**src/rtl/player_input_ctrl.sv**
```systemverilog
`default_nettype none
//==============================================================================
//  Module      : player_input_ctrl
//  Description : Synchronises and debounces four player buttons, arbitrates
//                the first press into a latched playerInputFlag, and releases
//                the flag on a software store of an even value to ACK_ADDR.
//  Revision    : 1.0 - initial release
//==============================================================================
module player_input_ctrl #(
    parameter int               WIDTH    = 16,
    parameter int               DEBOUNCE = 4,
    parameter logic [WIDTH-1:0] ACK_ADDR = 16'd37
) (
    input  logic             clk,
    input  logic             rst,
    input  logic [3:0]       btn,
    input  logic             memwrite,
    input  logic [WIDTH-1:0] adr,
    input  logic [WIDTH-1:0] writedata,
    output logic             playerInputFlag,
    output logic [1:0]       winner,
    output logic [3:0]       btn_state,
    output logic [3:0]       ignored_cnt
);

    // Counter only has to reach DEBOUNCE-1, so clog2(DEBOUNCE) bits suffice.
    localparam int                c_CNT_W    = (DEBOUNCE > 2) ? $clog2(DEBOUNCE) : 1;
    localparam logic [c_CNT_W-1:0] c_CNT_LAST = c_CNT_W'(DEBOUNCE - 1);
    localparam logic [3:0]        c_IGN_MAX  = 4'hF;

    typedef enum logic [1:0] {
        ST_IDLE         = 2'd0,
        ST_LOCKED       = 2'd1,
        ST_RELEASE_WAIT = 2'd2
    } state_t;

    logic [3:0] r_sync1;
    logic [3:0] r_sync2;
    logic [3:0] r_btn_state;
    logic [3:0] r_btn_state_d;
    logic [3:0] w_accept;
    logic [3:0] w_press;
    logic       w_any_press;
    logic [1:0] w_first_idx;
    logic       w_ack;
    logic       w_unused_wdata;

    state_t     r_state;
    state_t     w_state_nxt;
    logic       r_flag;
    logic       w_flag_nxt;
    logic [1:0] r_winner;
    logic [1:0] w_winner_nxt;
    logic [3:0] r_ignored;
    logic [3:0] w_ignored_nxt;

    // Two-flop synchroniser for the asynchronous button pins.
    always_ff @(posedge clk) begin
        if (rst) begin
            r_sync1 <= 4'b0;
            r_sync2 <= 4'b0;
        end else begin
            r_sync1 <= btn;
            r_sync2 <= r_sync1;
        end
    end

    // Per-button debounce: count consecutive samples that disagree with the
    // accepted level; accept on the DEBOUNCE-th one.
    for (genvar i = 0; i < 4; i++) begin : g_debounce
        logic [c_CNT_W-1:0] r_cnt;
        logic               w_diff;
        logic               w_hit;

        assign w_diff      = r_sync2[i] ^ r_btn_state[i];
        assign w_hit       = w_diff && (r_cnt == c_CNT_LAST);
        assign w_accept[i] = w_hit;

        // Counter clears on agreement or on acceptance, otherwise advances.
        always_ff @(posedge clk) begin
            if (rst) begin
                r_cnt <= '0;
            end else if (!w_diff || w_hit) begin
                r_cnt <= '0;
            end else begin
                r_cnt <= r_cnt + c_CNT_W'(1);
            end
        end
    end

    // Accepted level flips when its debounce window completes; keep a delayed
    // copy for rising-edge detection.
    always_ff @(posedge clk) begin
        if (rst) begin
            r_btn_state   <= 4'b0;
            r_btn_state_d <= 4'b0;
        end else begin
            r_btn_state   <= r_btn_state ^ w_accept;
            r_btn_state_d <= r_btn_state;
        end
    end

    assign w_press     = r_btn_state & ~r_btn_state_d;
    assign w_any_press = |w_press;

    // Lowest index wins when several presses land in the same cycle.
    always_comb begin
        w_first_idx = 2'd0;
        if (w_press[0]) begin
            w_first_idx = 2'd0;
        end else if (w_press[1]) begin
            w_first_idx = 2'd1;
        end else if (w_press[2]) begin
            w_first_idx = 2'd2;
        end else if (w_press[3]) begin
            w_first_idx = 2'd3;
        end
    end

    // Only bit 0 of the store data selects ack; the rest is don't-care.
    assign w_ack          = memwrite && (adr == ACK_ADDR) && !writedata[0];
    assign w_unused_wdata = ^writedata[WIDTH-1:1];

    // State and registered outputs.
    always_ff @(posedge clk) begin
        if (rst) begin
            r_state   <= ST_IDLE;
            r_flag    <= 1'b0;
            r_winner  <= 2'd0;
            r_ignored <= 4'd0;
        end else begin
            r_state   <= w_state_nxt;
            r_flag    <= w_flag_nxt;
            r_winner  <= w_winner_nxt;
            r_ignored <= w_ignored_nxt;
        end
    end

    // Next-state and next-output logic for the arbitration FSM.
    always_comb begin
        w_state_nxt   = r_state;
        w_flag_nxt    = r_flag;
        w_winner_nxt  = r_winner;
        w_ignored_nxt = r_ignored;
        case (r_state)
            ST_IDLE: begin
                // An ack here has nothing to release and is dropped.
                w_flag_nxt = 1'b0;
                if (w_any_press) begin
                    w_winner_nxt  = w_first_idx;
                    w_flag_nxt    = 1'b1;
                    w_ignored_nxt = 4'd0;
                    w_state_nxt   = ST_LOCKED;
                end
            end
            ST_LOCKED: begin
                w_flag_nxt = 1'b1;
                // A press in the ack cycle is still counted.
                if (w_any_press && (r_ignored != c_IGN_MAX)) begin
                    w_ignored_nxt = r_ignored + 4'd1;
                end
                if (w_ack) begin
                    w_flag_nxt  = 1'b0;
                    w_state_nxt = ST_RELEASE_WAIT;
                end
            end
            ST_RELEASE_WAIT: begin
                // Wait for every button to be released so a held button
                // cannot immediately re-trigger.
                w_flag_nxt = 1'b0;
                if (r_btn_state == 4'b0) begin
                    w_state_nxt = ST_IDLE;
                end
            end
            default: begin
                w_flag_nxt  = 1'b0;
                w_state_nxt = ST_IDLE;
            end
        endcase
    end

    assign playerInputFlag = r_flag;
    assign winner          = r_winner;
    assign btn_state       = r_btn_state;
    assign ignored_cnt     = r_ignored;

endmodule
`default_nettype wire

```
**config.mk**
```make
export PLATFORM = sky130hd
export DESIGN_NAME = player_input_ctrl
export DESIGN_NICKNAME = d
export VERILOG_FILES = /design/src/rtl/player_input_ctrl.sv
export SDC_FILE = /design/constraint.sdc
export NUM_CORES = 1
export LEC_CHECK = 0
export ABC_CLOCK_PERIOD_IN_PS = 1650
export CORE_UTILIZATION = 38
export DETAILED_ROUTE_END_ITERATION = 8
export GPL_TIMING_DRIVEN = 1
export PLACE_DENSITY = 0.74
export SLEW_MARGIN = 25
export SYNTH_ARGS = -nofsm -noshare
export SYNTH_HDL_FRONTEND = slang
export SYNTH_SLANG_ARGS = --single-unit
```
**constraint.sdc**
```tcl
create_clock -name clk -period 1.65 [get_ports clk]
set_clock_uncertainty 0.1 [all_clocks]
set_input_delay 0.2475 -clock clk [delete_from_list [all_inputs] [get_ports clk]]
set_output_delay 0.2475 -clock clk [all_outputs]
set_load 0.01 [all_outputs]
```
Word level (Yosys, flattened, before mapping):

Index checks and enable logic that the tools add are counted.

* mux-type cells: 14
* $add $sub $neg: 5
* equal/unequal tests: 12
* reduce and logical (&&, ||, !) cells: 27
* bitwise logic cells: 7

Operators with widths (number)
* 16-bit by 6-bit == test with 1-bit output, second input constant: 1
* 2-bit two-way mux: 7
* 2-bit == test, second input constant: 5
* 2-bit by 1-bit adder with 2-bit output, second input constant: 4
* 4-bit two-way mux: 2
* 2-bit inequality test, second input constant: 4
* 4-bit one-hot mux with 2 select lines: 1
* 2-bit OR reduction: 4
* 1-bit logical AND: 7
* 2-bit one-hot mux with 3 select lines: 1
* 3-bit AND reduction: 2
* 1-bit logical NOT: 5
* 4-bit by 1-bit adder with 4-bit output, second input constant: 1
* 4-bit bitwise AND: 1
* 4-bit logical NOT: 1
* 1-bit logical OR: 4
* 4-bit inequality test, second input constant: 1
* 4-bit NOT: 1
* 4-bit OR reduction: 1
* 1-bit XOR: 4
* 4-bit XOR: 1
* 2-bit by 1-bit == test with 1-bit output, second input constant: 1
* 2-bit logical NOT: 1
* 1-bit two-way mux: 2
* other kinds (3): 3

* bits in registers: 33

Longest topological paths before layout:

* depth in word-level cells: 6
* mapped depth: 4

Worst setup path after synthesis:

OpenSTA, ideal clock, no wires.

* path kind: reg-to-reg
* start: register r_ignored[0] (netlist: ignored_cnt[0])
* end: register r_ignored[3] (netlist: ignored_cnt[3])
* arrival: 1.434 ns
* stages on the path, launching flop included: 5
* path slack: 0.046 ns
* path buffers: 0
* period minus slack after synthesis: 1.604 ns
* cell sequence: dfxtp_1 ha_1 and4_1 or4_1 a21oi_1

* longest elaborated chain between the ends: 4

Ends and longest elaborated chain
* from (decl): line 54 `logic [3:0] r_ignored;`
* from (signal assigned): line 135 `r_ignored <= w_ignored_nxt;`
* parallel branches: the longest is 4 deep, another holds 4-bit by 1-bit adder with 4-bit output

Parallel ways; which one is timed is not known. The select of a mux whose other input is x is not followed.
A chain may end at the register's enable or synchronous reset.

Worst setup path in the final report:

* start: register r_ignored[0] (netlist: ignored_cnt[0])
* end: output ignored_cnt[0]

RTL lines
* to (decl): line 23 `output logic [3:0] ignored_cnt`

No word-level cell between the ends.

==> out/summary.md <==
* **combinational group share of total power** 6.0%
* **clock transition at the registers of the reported paths** 0.10 ns
* **WL per Instance** 13.0 µm
* **# H-tree levels** 2
* **number of max-slew violations in the final report** 0
* **Floorplan Core Area** 3150 µm²
* **WP data arrival** 1.26 ns
* **fin nets** 222
* **number of max-cap violations** 0
* **count of final setup violators** 0
* **height of the die** 60.4 µm
* **TritonCTS buffer count** 5
* **Power Dens Cells** 807 nW/µm²
* **cell family with the largest share of critical-path delay** buffers and inverters
* **Clock Tree Root** clkbuf_4
* **final setup TNS** 0 ns
* **post-synthesis area per instance** 9.89 µm²
* **FP Rows** 20
* **drt via density** 4.87
* **Power, Total** 1.48 mW
* **Port Buffer Count** 34
* **crit path capture type** primary output
* **top-level I/O count** 50
* **count of warnings emitted by yosys** 0
* **shortest clock period the worst path allows after layout** 1.61 ns
* **worst slew pin tran** 0.367 ns
* **switching part of the total** 20.3%
* **unrepaired setup endpoints after global routing** false
* **relative slew slack** 75.2%
* **Achievable Freq** 622 MHz
* **overflow left after global routing** 0
* **Switch Pwr** 0.301 mW
* **Setup Crit Path Kind** reg2out
* **Post-Synthesis Cells** 131
* **total via count after detailed routing** 1,081
* **worst hold slack** 0.323 ns
* **Max IR drop VDD** 0.000526 V
* **DRC errors left** 0
* **Int Power** 1.18 mW
* **number of synthesized register bits** 33
* **required arrival time at the worst endpoint** 1.30 ns
* **initial antenna violation count** 0
* **number of endpoints with negative hold slack in the final report** 0
* **via count of the first global-routing pass** 1,067
* **GRT Total Usage** 17.1%
* **Synth cell types** 33
* **HPWL after DPL** 2.20 mm
* **slowest stage delay, CP** 0.54 ns
* **Critical Path Source Type** flop
* **share of total power in sequential cells** 54.9%
* **reported leakage power** 0.757 nW
* **final antenna-violating net count** 0
* **Area Growth Syn to Fin** 41.5%
* **maximum number of pins on one net before global-route repair** 14
* **width of the die** 60.4 µm
* **initial standard-cell utilization of the core** 41.1%
* **wire length of the first global-routing pass** 4.54 mm
* **critical path buffer and inverter count** 1
* **period utilisation layout** 97.4%
* **library cell contributing the largest single delay on the critical path** clkdlybuf4s50_1
* **top library cells by usage in the layout, fill and taps aside** clkdlybuf4s50_1, dfxtp_1, nor2b_1
* **result of the run** finished, final reports clean
* **# diodes** 0
* **part of the power in the clock network** 39.0%
* **worst-path fanout max** 5
* **Initial DRT Pass Iterations** 4
* **Clock Tree Buf Depth** 2
* **Total Die Area** 3650 µm²
* **insertion delay to the later sink of the worst-skew pair** 0.33 ns
* **share of final-layout standard cells stronger than drive strength 1** 15.7%
* **ordered cell list for the critical path** clkdlybuf4s50_1
* **Post-Syn Nets** 175
* **clk sinks** 33
* **routability congestion estimate** 0.871
* **most common library cell in the layout ignoring fill and taps** clkdlybuf4s50_1
* **clock tree from TritonCTS** yes
* **final wirelength** 2.89 mm
* **HP Class** reg2reg
* **number of violations reported at the end of detailed-routing iteration 0** 38
* **sequential-to-total area share from yosys stat** 51.0%
* **synthesized cell area** 1290 µm²
==> Yosys cell counts <==
library cell	count	area share, %
dfxtp_1	33	51
nor2b_1	17	8.2
nor2_1	16	4.6
a21oi_1	9	3.5
ha_1	5	4.8
or3_1	5	2.4
inv_1	4	1.2
mux2i_1	4	3.1
nand2b_1	4	1.9
xnor2_1	4	2.7
clkbuf_1	3	0.87
nand2_1	3	0.87
nand4_1	2	0.97
nor4b_1	2	1.4
o21ai_0	2	0.77
a211oi_1	1	0.58
a21bo_2	1	0.77
a311oi_1	1	0.68
a31oi_1	1	0.48
a41o_1	1	0.77
a41oi_1	1	0.68
and3_1	1	0.48
and4_1	1	0.68
nand2b_2	1	0.68
nand3_1	1	0.39
nand4b_1	1	0.68
nand4bb_1	1	0.87
nor3_1	1	0.39
nor4_1	1	0.48
o31ai_1	1	0.58
o41ai_1	1	0.68
o41ai_2	1	1.3
or4_1	1	0.58
==> through the flow <==
step	utilization [%]	instances	worst slack, ns	cell area [µm²]
after floorplan	-	131	0.0462	1290
after global placement	55.4	215	0.0860	1750
after detailed placement	55.4	215	0.0104	1750
after CTS	57.9	222	0.0234	1830
after global routing	58.1	222	0.00290	1830
final	58.1	222	0.0426	1830
==> worst paths after layout <==
check                                    start                                 to  slack (ns)  cells after the start
max                ignored_cnt[0]$_SDFFE_PP0P_                     ignored_cnt[0]        0.04                      1
min          g_debounce[3].r_cnt[0]$_SDFF_PP0_  g_debounce[3].r_cnt[0]$_SDFF_PP0_        0.32                      1
max reg2reg        ignored_cnt[0]$_SDFFE_PP0P_        ignored_cnt[3]$_SDFFE_PP0P_        0.06                      4
min reg2reg  g_debounce[3].r_cnt[0]$_SDFF_PP0_  g_debounce[3].r_cnt[0]$_SDFF_PP0_        0.32                      1
==> cell families (layout without fill, tap and decap cells) <==
kind of cell    count (synthesis)  count (layout)  share of synthesized area [%]
simple gates                   58              58                           25.6
mux                             4               4                           3.09
flops                          33              33                           51.0
compound gates                 20              20                           10.7
xor+xnor                        4               4                           2.71
fa+ha+maj                       5               5                           4.83
buf+inv                         7              54                           2.03
==> area by class of cell <==
| cell class | count | area, µm² |
|---|---|---|
| Fill cell | 287 | 1320 |
| Sequential cell | 33 | 669 |
| Multi-Input combinational cell | 91 | 613 |
| Timing Repair Buffer | 43 | 408 |
| Tap cell | 44 | 55.1 |
| Clock buffer | 5 | 37.5 |
| Clock inverter | 2 | 35.0 |
| Inverter | 4 | 15.0 |
==> metal layers <==
layer	wire length (µm)	track usage, %
met1	1220	18.3
met2	1480	30.8
met3	143	5.33
met4	45	7.31
met5	0	0
==> power by group through the flow <==
stage / Combinational [mW] / Clock, mW / Sequential [mW]
after detailed placement: 0.0901 / 0 / 0.832
after floorplan: 0.0266 / 0 / 0.830
after global routing: 0.0960 / 0.628 / 0.815
final: 0.0893 / 0.578 / 0.813
after CTS: 0.0903 / 0.591 / 0.813
after global placement: 0.0858 / 0 / 0.831
==> repair_timing <==
action,CTS,global route
gates resized for setup,12,3
setup endpoints to repair,8,3
hold buffers,0,0
setup buffers,0,0
Power figures use the tool's default switching activity.
==> RTL change, RTL diff (same flow settings) <==
Encoding of `state_t`: now one-hot (3 bits for 3 states).
--- a/src/rtl/player_input_ctrl.sv
+++ b/src/rtl/player_input_ctrl.sv
@@ -28,10 +28,10 @@
     localparam logic [c_CNT_W-1:0] c_CNT_LAST = c_CNT_W'(DEBOUNCE - 1);
     localparam logic [3:0]        c_IGN_MAX  = 4'hF;
 
-    typedef enum logic [1:0] {
-        ST_IDLE         = 2'd0,
-        ST_LOCKED       = 2'd1,
-        ST_RELEASE_WAIT = 2'd2
+    typedef enum logic [2:0] {
+        ST_IDLE         = 3'b001,
+        ST_LOCKED       = 3'b010,
+        ST_RELEASE_WAIT = 3'b100
     } state_t;
 
     logic [3:0] r_sync1;
Behaviour: no difference found for any inputs over 10 cycles, from zero or initial values and one cycle with rst high; not proved beyond that.
==> RTL change against the unedited design <==
Maximum frequency grew 1.8%; worst setup slack gained 28 ps; register-to-register slack gained 30 ps; design area grew 3.0%; area after synthesis grew 5.0%; routed wire length shrank 13%; sequential cell count grew 1; final cell count grew 3.6%; power shrank 10%; sequential share of layout area shrank 0.40 points.
==> RTL change: results (changes against the unedited design) <==
* # resized after CTS at 5 (was 12)
* Fmax achieved at 633 MHz (was 622 MHz)
* CP startpoint: adr[7] (was ignored_cnt[0])
* Avg Vias per Cell at 4.85 (was 4.87)
* Sequential area share after synthesis at 50.0% (was 51.0%)
* Initial drt markers at 35 (was 38)
* Fill cell count at 296 (was 287)
* Register area at 682 um2 (was 669 um2)
* Clock buffer count at 7 (was 5)
* Sink of the worst hold path: g_debounce[0].r_cnt[0] (was g_debounce[3].r_cnt[0])
* Min-delay src: g_debounce[0].r_cnt[0] (was g_debounce[3].r_cnt[0])
* Commonest cells in the netlist: 34 x dfxtp_1, 12 x nor2_1, 12 x nor2b_1, 8 x a21oi_1 (was 33 x dfxtp_1, 17 x nor2b_1, 16 x nor2_1, 9 x a21oi_1)
* Total Power at 0.00133 W (was 0.00148 W)
* DR WL met2 at 1200 um (was 1480 um)
* Worst reg2reg path startpoint: r_state[1] (was ignored_cnt[0])
* Final wirelength at 2530 um (was 2890 um)
* Top post-synthesis cells by area: dfxtp_1 50%, nor2b_1 5.5%, ha_1 4.6% (was dfxtp_1 51%, nor2b_1 8.2%, ha_1 4.8%)
* Die width at 61.8 um (was 60.4 um)
* Status: complete, no violations (unchanged)
* Detailed-placement wirelength estimate at 1890 um (was 2200 um)
* R2R Path End: ignored_cnt[2] (was ignored_cnt[3])
* CP max FO at 2 (was 5)
* GRT Total Usage at 14.1% (was 17.1%)
* Worst-Margin Slew at 491 ps (was 367 ps)
* Adder-cell area share of the yosys netlist at 4.60% (was 4.83%)
* Reg2Reg Setup Slack at 90 ps (was 60 ps)
* Fin nets at 228 (was 222)
* Final hold slack at 323 ps (about the same)
* Complex-gate fraction of the synthesized area at 9.48% (was 10.7%)
* Met3 wire len at 205 um (was 143 um)
RTL change: changes by cell type in the layout (fill, tap and decap cells not counted), sizes merged, moves of 2 or more:
cell	change
nand3	+2
inv	+2
or2	+3
clkbuf	+2
clkdlybuf4s50	-2
nor2	-4
or4	+3
buf	+3
nor2b	-5
and2b	+4
nand4	-2
nor3b	+2
nor4	+2
RTL change: routing by layer:
metal | up-vias | global-route usage (%)
met5 | - | 0
met2 | 39 | 22.9
met3 | 7 | 6.42
met1 | 501 | 15.6
li1 | 569 | -
met4 | 0 | 6.98
RTL change: logic make-up (layout without fill, tap and decap cells):
kind of cell | after synthesis | after routing
AND/OR/NAND/NOR | 59 | 59
flip-flops | 34 | 34
AO/OA/AOI/OAI | 19 | 19
buffers and inverters | 9 | 59
adder cells (fa/ha/maj) | 5 | 5
XOR/XNOR | 4 | 4
multiplexers | 4 | 4
RTL change: worst max-delay path: cells and delay by family:
kind,cells,cell delay (ps)
buf+inv,1,400
compound gates,2,580
simple gates,2,450
